==> src/rtl/arbiter_pkg.sv <==
// ---------------------------------------------------------------------------
// arbiter_pkg: shared types, mode constants and helpers for arbiter_rr. Rev 1.0
// ---------------------------------------------------------------------------
`default_nettype none

package arbiter_pkg;

  typedef enum logic [0:0] {
    ARB_IDLE  = 1'b0,
    ARB_GRANT = 1'b1
  } arb_state_e;

  localparam int ARB_MODE_RR    = 0;
  localparam int ARB_MODE_FIXED = 1;

  // OR-ing the indices of set bits yields the index when the input is one-hot.
  function automatic int unsigned onehot_to_idx(input logic [31:0] onehot);
    int unsigned idx;
    idx = 0;
    for (int i = 0; i < 32; i++) begin
      if (onehot[i]) idx = idx | 32'(i);
    end
    return idx;
  endfunction

endpackage

`default_nettype wire

==> src/rtl/arbiter_rr_pick.sv <==
// ---------------------------------------------------------------------------
// arbiter_rr_pick: combinational winner select, rotating priority from ptr. Rev 1.0
// ---------------------------------------------------------------------------
`default_nettype none

module arbiter_rr_pick #(
  parameter int NUM_PORTS = 4,
  parameter int IDX_W     = $clog2(NUM_PORTS)
) (
  input  logic [NUM_PORTS-1:0] req_i,
  input  logic [IDX_W-1:0]     ptr_i,
  input  logic                 mode_i,
  output logic [NUM_PORTS-1:0] win_o,
  output logic                 any_o
);

  logic [IDX_W-1:0]       shift;
  logic [2*NUM_PORTS-1:0] req_dbl;
  logic [NUM_PORTS-1:0]   req_rot;
  logic [NUM_PORTS-1:0]   first_rot;
  logic [2*NUM_PORTS-1:0] win_dbl;

  // Rotate so ptr sits at bit 0, take the lowest set bit, then rotate back.
  assign shift     = mode_i ? '0 : ptr_i;
  assign req_dbl   = {req_i, req_i} >> shift;
  assign req_rot   = req_dbl[NUM_PORTS-1:0];
  assign first_rot = req_rot & (~req_rot + NUM_PORTS'(1));
  assign win_dbl   = {first_rot, first_rot} << shift;
  assign win_o     = win_dbl[2*NUM_PORTS-1:NUM_PORTS];
  assign any_o     = |req_i;

endmodule

`default_nettype wire

==> src/rtl/arbiter_rr.sv <==
// ---------------------------------------------------------------------------
// arbiter_rr: registered arbiter with grant hold, release and hold timeout. Rev 1.0
// ---------------------------------------------------------------------------
`default_nettype none

module arbiter_rr
  import arbiter_pkg::*;
#(
  parameter int  NUM_PORTS = 4,
  parameter int  MAX_HOLD  = 8,
  parameter int  PRIO_MODE = ARB_MODE_RR,
  localparam int IDX_W     = $clog2(NUM_PORTS)
) (
  input  logic                 clk_i,
  input  logic                 rst_i,
  input  logic [NUM_PORTS-1:0] req_i,
  input  logic                 done_i,
  output logic [NUM_PORTS-1:0] gnt_o,
  output logic                 gnt_valid_o,
  output logic [IDX_W-1:0]     gnt_idx_o
);

  localparam int HOLD_W = (MAX_HOLD > 1) ? $clog2(MAX_HOLD) : 1;
  localparam logic [HOLD_W-1:0] HOLD_LAST = HOLD_W'((MAX_HOLD > 0) ? MAX_HOLD - 1 : 0);

  arb_state_e           state_q, state_d;
  logic [NUM_PORTS-1:0] gnt_q, gnt_d;
  logic                 valid_q, valid_d;
  logic [IDX_W-1:0]     idx_q, idx_d;
  logic [IDX_W-1:0]     ptr_q, ptr_d;
  logic [HOLD_W-1:0]    hold_q, hold_d;

  logic [NUM_PORTS-1:0] win;
  logic                 any_req;
  logic                 owner_req;
  logic                 timeout;
  logic                 release_now;
  logic [IDX_W-1:0]     next_ptr;
  logic [IDX_W-1:0]     pick_ptr;
  logic [IDX_W-1:0]     win_idx;

  assign owner_req   = |(req_i & gnt_q);
  assign timeout     = (MAX_HOLD != 0) && (hold_q == HOLD_LAST);
  assign release_now = (state_q == ARB_GRANT) && (done_i || !owner_req || timeout);
  assign next_ptr    = (idx_q == IDX_W'(NUM_PORTS - 1)) ? '0 : idx_q + IDX_W'(1);
  // Re-arbitration on release sees the already-advanced pointer.
  assign pick_ptr    = release_now ? next_ptr : ptr_q;
  assign win_idx     = IDX_W'(onehot_to_idx(32'(win)));

  arbiter_rr_pick #(
    .NUM_PORTS (NUM_PORTS),
    .IDX_W     (IDX_W)
  ) u_pick (
    .req_i  (req_i),
    .ptr_i  (pick_ptr),
    .mode_i (PRIO_MODE == ARB_MODE_FIXED),
    .win_o  (win),
    .any_o  (any_req)
  );

  always_comb begin
    state_d = state_q;
    gnt_d   = gnt_q;
    valid_d = valid_q;
    idx_d   = idx_q;
    ptr_d   = ptr_q;
    hold_d  = hold_q;
    if (state_q == ARB_GRANT && !release_now) hold_d = hold_q + HOLD_W'(1);
    if (release_now) ptr_d = next_ptr;
    if (state_q == ARB_IDLE || release_now) begin
      if (any_req) begin
        state_d = ARB_GRANT;
        gnt_d   = win;
        valid_d = 1'b1;
        idx_d   = win_idx;
        hold_d  = '0;
      end else begin
        state_d = ARB_IDLE;
        gnt_d   = '0;
        valid_d = 1'b0;
      end
    end
  end

  always_ff @(posedge clk_i) begin
    if (rst_i) begin
      state_q <= ARB_IDLE;
      gnt_q   <= '0;
      valid_q <= 1'b0;
      idx_q   <= '0;
      ptr_q   <= '0;
      hold_q  <= '0;
    end else begin
      state_q <= state_d;
      gnt_q   <= gnt_d;
      valid_q <= valid_d;
      idx_q   <= idx_d;
      ptr_q   <= ptr_d;
      hold_q  <= hold_d;
    end
  end

  assign gnt_o       = gnt_q;
  assign gnt_valid_o = valid_q;
  assign gnt_idx_o   = idx_q;

endmodule

`default_nettype wire

==> config.mk <==
export PLATFORM = sky130hd
export DESIGN_NAME = arbiter_rr
export DESIGN_NICKNAME = d
export VERILOG_FILES = /design/src/rtl/arbiter_pkg.sv /design/src/rtl/arbiter_rr_pick.sv /design/src/rtl/arbiter_rr.sv
export SDC_FILE = /design/constraint.sdc
export NUM_CORES = 1
export LEC_CHECK = 0
export CORE_MARGIN = 2
export CORE_UTILIZATION = 53
export DETAILED_ROUTE_END_ITERATION = 16
export PLACE_DENSITY = 0.89
export SLEW_MARGIN = 30
export SYNTH_ARGS = -nofsm -noshare
export SYNTH_HDL_FRONTEND = slang
export SYNTH_SLANG_ARGS = --single-unit
==> constraint.sdc <==
create_clock -name clk_i -period 3.8 [get_ports clk_i]
set_clock_uncertainty 0.05 [all_clocks]
set_input_delay 0.76 -clock clk_i [delete_from_list [all_inputs] [get_ports clk_i]]
set_output_delay 0.76 -clock clk_i [all_outputs]
set_load 0.1 [all_outputs]
==> results.toml <==
[sta]
worst_slew_pin_slew_ps = 973
final_setup_viols = 0
slew-limit-headroom = 0.349
finalCriticalPeriod_ps = 2840
hold_viol = 0
fmax_achieved_mhz = 352
min_period_over_period = 0.748
rsz0062_at_grt = "false"
final.setup.tns_ps = 0
report.final.slew_viol_count = 0

[yosys]
syn_area_um2 = 718
synthesis.instances = 81
portion_of_the_post_synthesis_area_used_by_sequential_elements = 0.334
postSynth.asyncResetShare = 0
synth-edff-count = 0
synth.yosys.warnings = 0
mappedNetlistNets = 91
synth_cell_type_count = 32
synth.ff_latch_count = 12
syn-mean-instance-area_um2 = 8.87
dominantRegCellSynth = "sky130_fd_sc_hd__dfxtp_1"

[clock_network]
clock_tree_buffer_depth = 2
clock_tree.root_cell = "sky130_fd_sc_hd__clkbuf_4"
worstSkewPairLatency_ps = 270
tritoncts_clock_tree = "done"
cts_max_level = 1
clkSlewWorstSetupHoldPaths_ps = 60
ctsResizeCount = 0
numCtsBuffers = 3
post_cts_buffers = 0
cts_hold_buf = 0
cts.sinks = 12

[route]
drc_errors = 0
postRouteAntennaNets = 0
dr_wl_met2_um = 750
dr.max_layer_used = "met4"
drt_wl_total_um = 1610
drt_iter0_markers = 24
avgViaCountPerCell = 6.22
wl_met3_um = 86
wl_per_cell_um = 14.9
wl_met1_um = 737
via_count = 672
dr.pass1.iters = 4

[layout]
finalNonFillerCells = 108
finalCoreUtilization = 0.674
layout-area-overhead-vs-synth_pct = 20.6
final_design_area_no_fill_um2 = 866
insertedDiodeCount = 0
drive_gt1_frac = 0.108
num-nets-final = 105

[min_path]
min-delay-path-class = "reg -> reg"

[floorplan]
row_count = 13
design.portCount = 14
start_util = 0.559
chipWidth_um = 40.8
core_area_um2 = 1280
die_area_um2 = 1670
floorplan.die.height_um = 40.8

[place]
globalplace.congestion = 0.878
dpl-instance-area_um2 = 843
hpwlAfterDp_um = 1200
dp.cells = 105
port-buffer-count = 13

[worst_setup_path]
worstPathCellList = "clkdlybuf4s50_1, a22o_2, a221oi_4, o31ai_4, mux2i_1, a21oi_1, o211ai_1, a31oi_1"
crit_required_ps = 3890
critical-path-slowest-cell = "sky130_fd_sc_hd__clkdlybuf4s50_1"
critical_path_peak_fanout = 9
crit_path_start_kind = "primary input"
timing.critical_path.arrival_ps = 2930
end_kind = "flip-flop"
critical_path_class = "in -> reg"
worst_path_largest_cell_delay_ps = 640

[global_routing]
via_count_of_the_first_global_routing_pass = 558
largest_net_degree_at_the_start_of_global_routing = 13
grt_usage = 0.215
grt.overflow.total = 0
antenna_found_initial = 0
grt_pass1_wl_um = 2360

[flow_run]
max-cap-violations = 0

[power_and_ir_drop]
power-per-cell-area_nw_per_um2 = 458
p_total_uw = 396
ir_worst_vdd_uv = 253
static_leakage_uw = 0.000330

[status]
run_status = "finished clean"
[placed cells by master, fill, tap and decap left out, drive strengths merged, types with 2 or more instances in the layout]
master | netlist | layout
a211oi | 2 | 2
a21oi | 7 | 7
a22oi | 2 | 2
and2 | 2 | 2
clkbuf | 2 | 3
clkdlybuf4s50 | 0 | 13
dfxtp | 12 | 12
ha | 3 | 3
inv | 4 | 4
mux2 | 2 | 2
mux2i | 5 | 5
nand2 | 7 | 7
nor2 | 10 | 10
nor3 | 2 | 2
o211ai | 2 | 2
o21ai | 6 | 6
[cell usage after synthesis, types with 2 or more instances]
library cell               number  share of area
sky130_fd_sc_hd__a22oi_1        2          0.021
sky130_fd_sc_hd__nand2_1        7          0.037
sky130_fd_sc_hd__o211ai_1       2          0.021
sky130_fd_sc_hd__nor3_1         2          0.014
sky130_fd_sc_hd__clkbuf_1       2          0.010
sky130_fd_sc_hd__mux2i_1        4          0.056
sky130_fd_sc_hd__dfxtp_1       12           0.33
sky130_fd_sc_hd__and2_1         2          0.017
sky130_fd_sc_hd__o21ai_1        3          0.021
sky130_fd_sc_hd__nor2_1        10          0.052
sky130_fd_sc_hd__inv_1          4          0.021
sky130_fd_sc_hd__a21oi_1        7          0.049
sky130_fd_sc_hd__ha_1           3          0.052
sky130_fd_sc_hd__o21ai_0        3          0.021
[registers in the layout, indices dropped and copies added, names as in the netlist]
name / cells
ptr_q: 2
gnt_valid_o: 1
gnt_o: 4
gnt_idx_o: 2
hold_q: 3
[power breakdown]
| part | total, uW | internal [uW] | switching [uW] |
|---|---|---|---|
| sequential | 150 | 138 | 12.5 |
| clock | 74.4 | 36.7 | 37.7 |
| combinational | 172 | 55.8 | 116 |
[cell families after synthesis]
logic type / after synthesis / share of synthesized area
adders and majority gates: 3 / 0.0523
and+or+nand+nor: 23 / 0.138
DFF: 12 / 0.334
muxes: 7 / 0.111
buffers and inverters: 8 / 0.0540
AOI/OAI and AO/OA: 28 / 0.310
[metal layers]
| layer | up-vias | GRT usage |
|---|---|---|
| met5 | - | 0 |
| met4 | 0 | 0.100 |
| met3 | 5 | 0.0326 |
| met2 | 22 | 0.328 |
| met1 | 319 | 0.293 |
| li1 | 326 | - |
[final timing paths]
kind | start | endpoint | slack [ps] | cells after the start
worst max-delay path | req_i[2] | gnt_idx_o[1] | 960 | 8
worst min-delay path | gnt_o[3] | gnt_o[3] | 440 | 2
worst max register to register | hold_q[0] | gnt_idx_o[1] | 1570 | 7
worst min register to register | gnt_o[3] | gnt_o[3] | 440 | 2
[stage by stage]
step / setup slack (ps) / hold WS, ps
finish: 957 / 438
global route: 867 / 464
CTS: 989 / 441
detailed placement: 720 / 431
global placement: 768 / 422
floorplan: 1230 / 431
[area by class of cell]
cell class | instances | area, um2
multi-input combinational | 61 | 439
clock buffer | 3 | 22.5
sequential | 12 | 240
fill | 107 | 419
tap | 15 | 18.8
inverter | 4 | 15.0
timing repair buffer | 13 | 130
[worst max-delay path: cells and delay by family]
kind | cells | cell delay, ps
buf+inv | 1 | 640
mux | 1 | 420
compound gates | 6 | 1110
(Power assumes the default switching activity.)
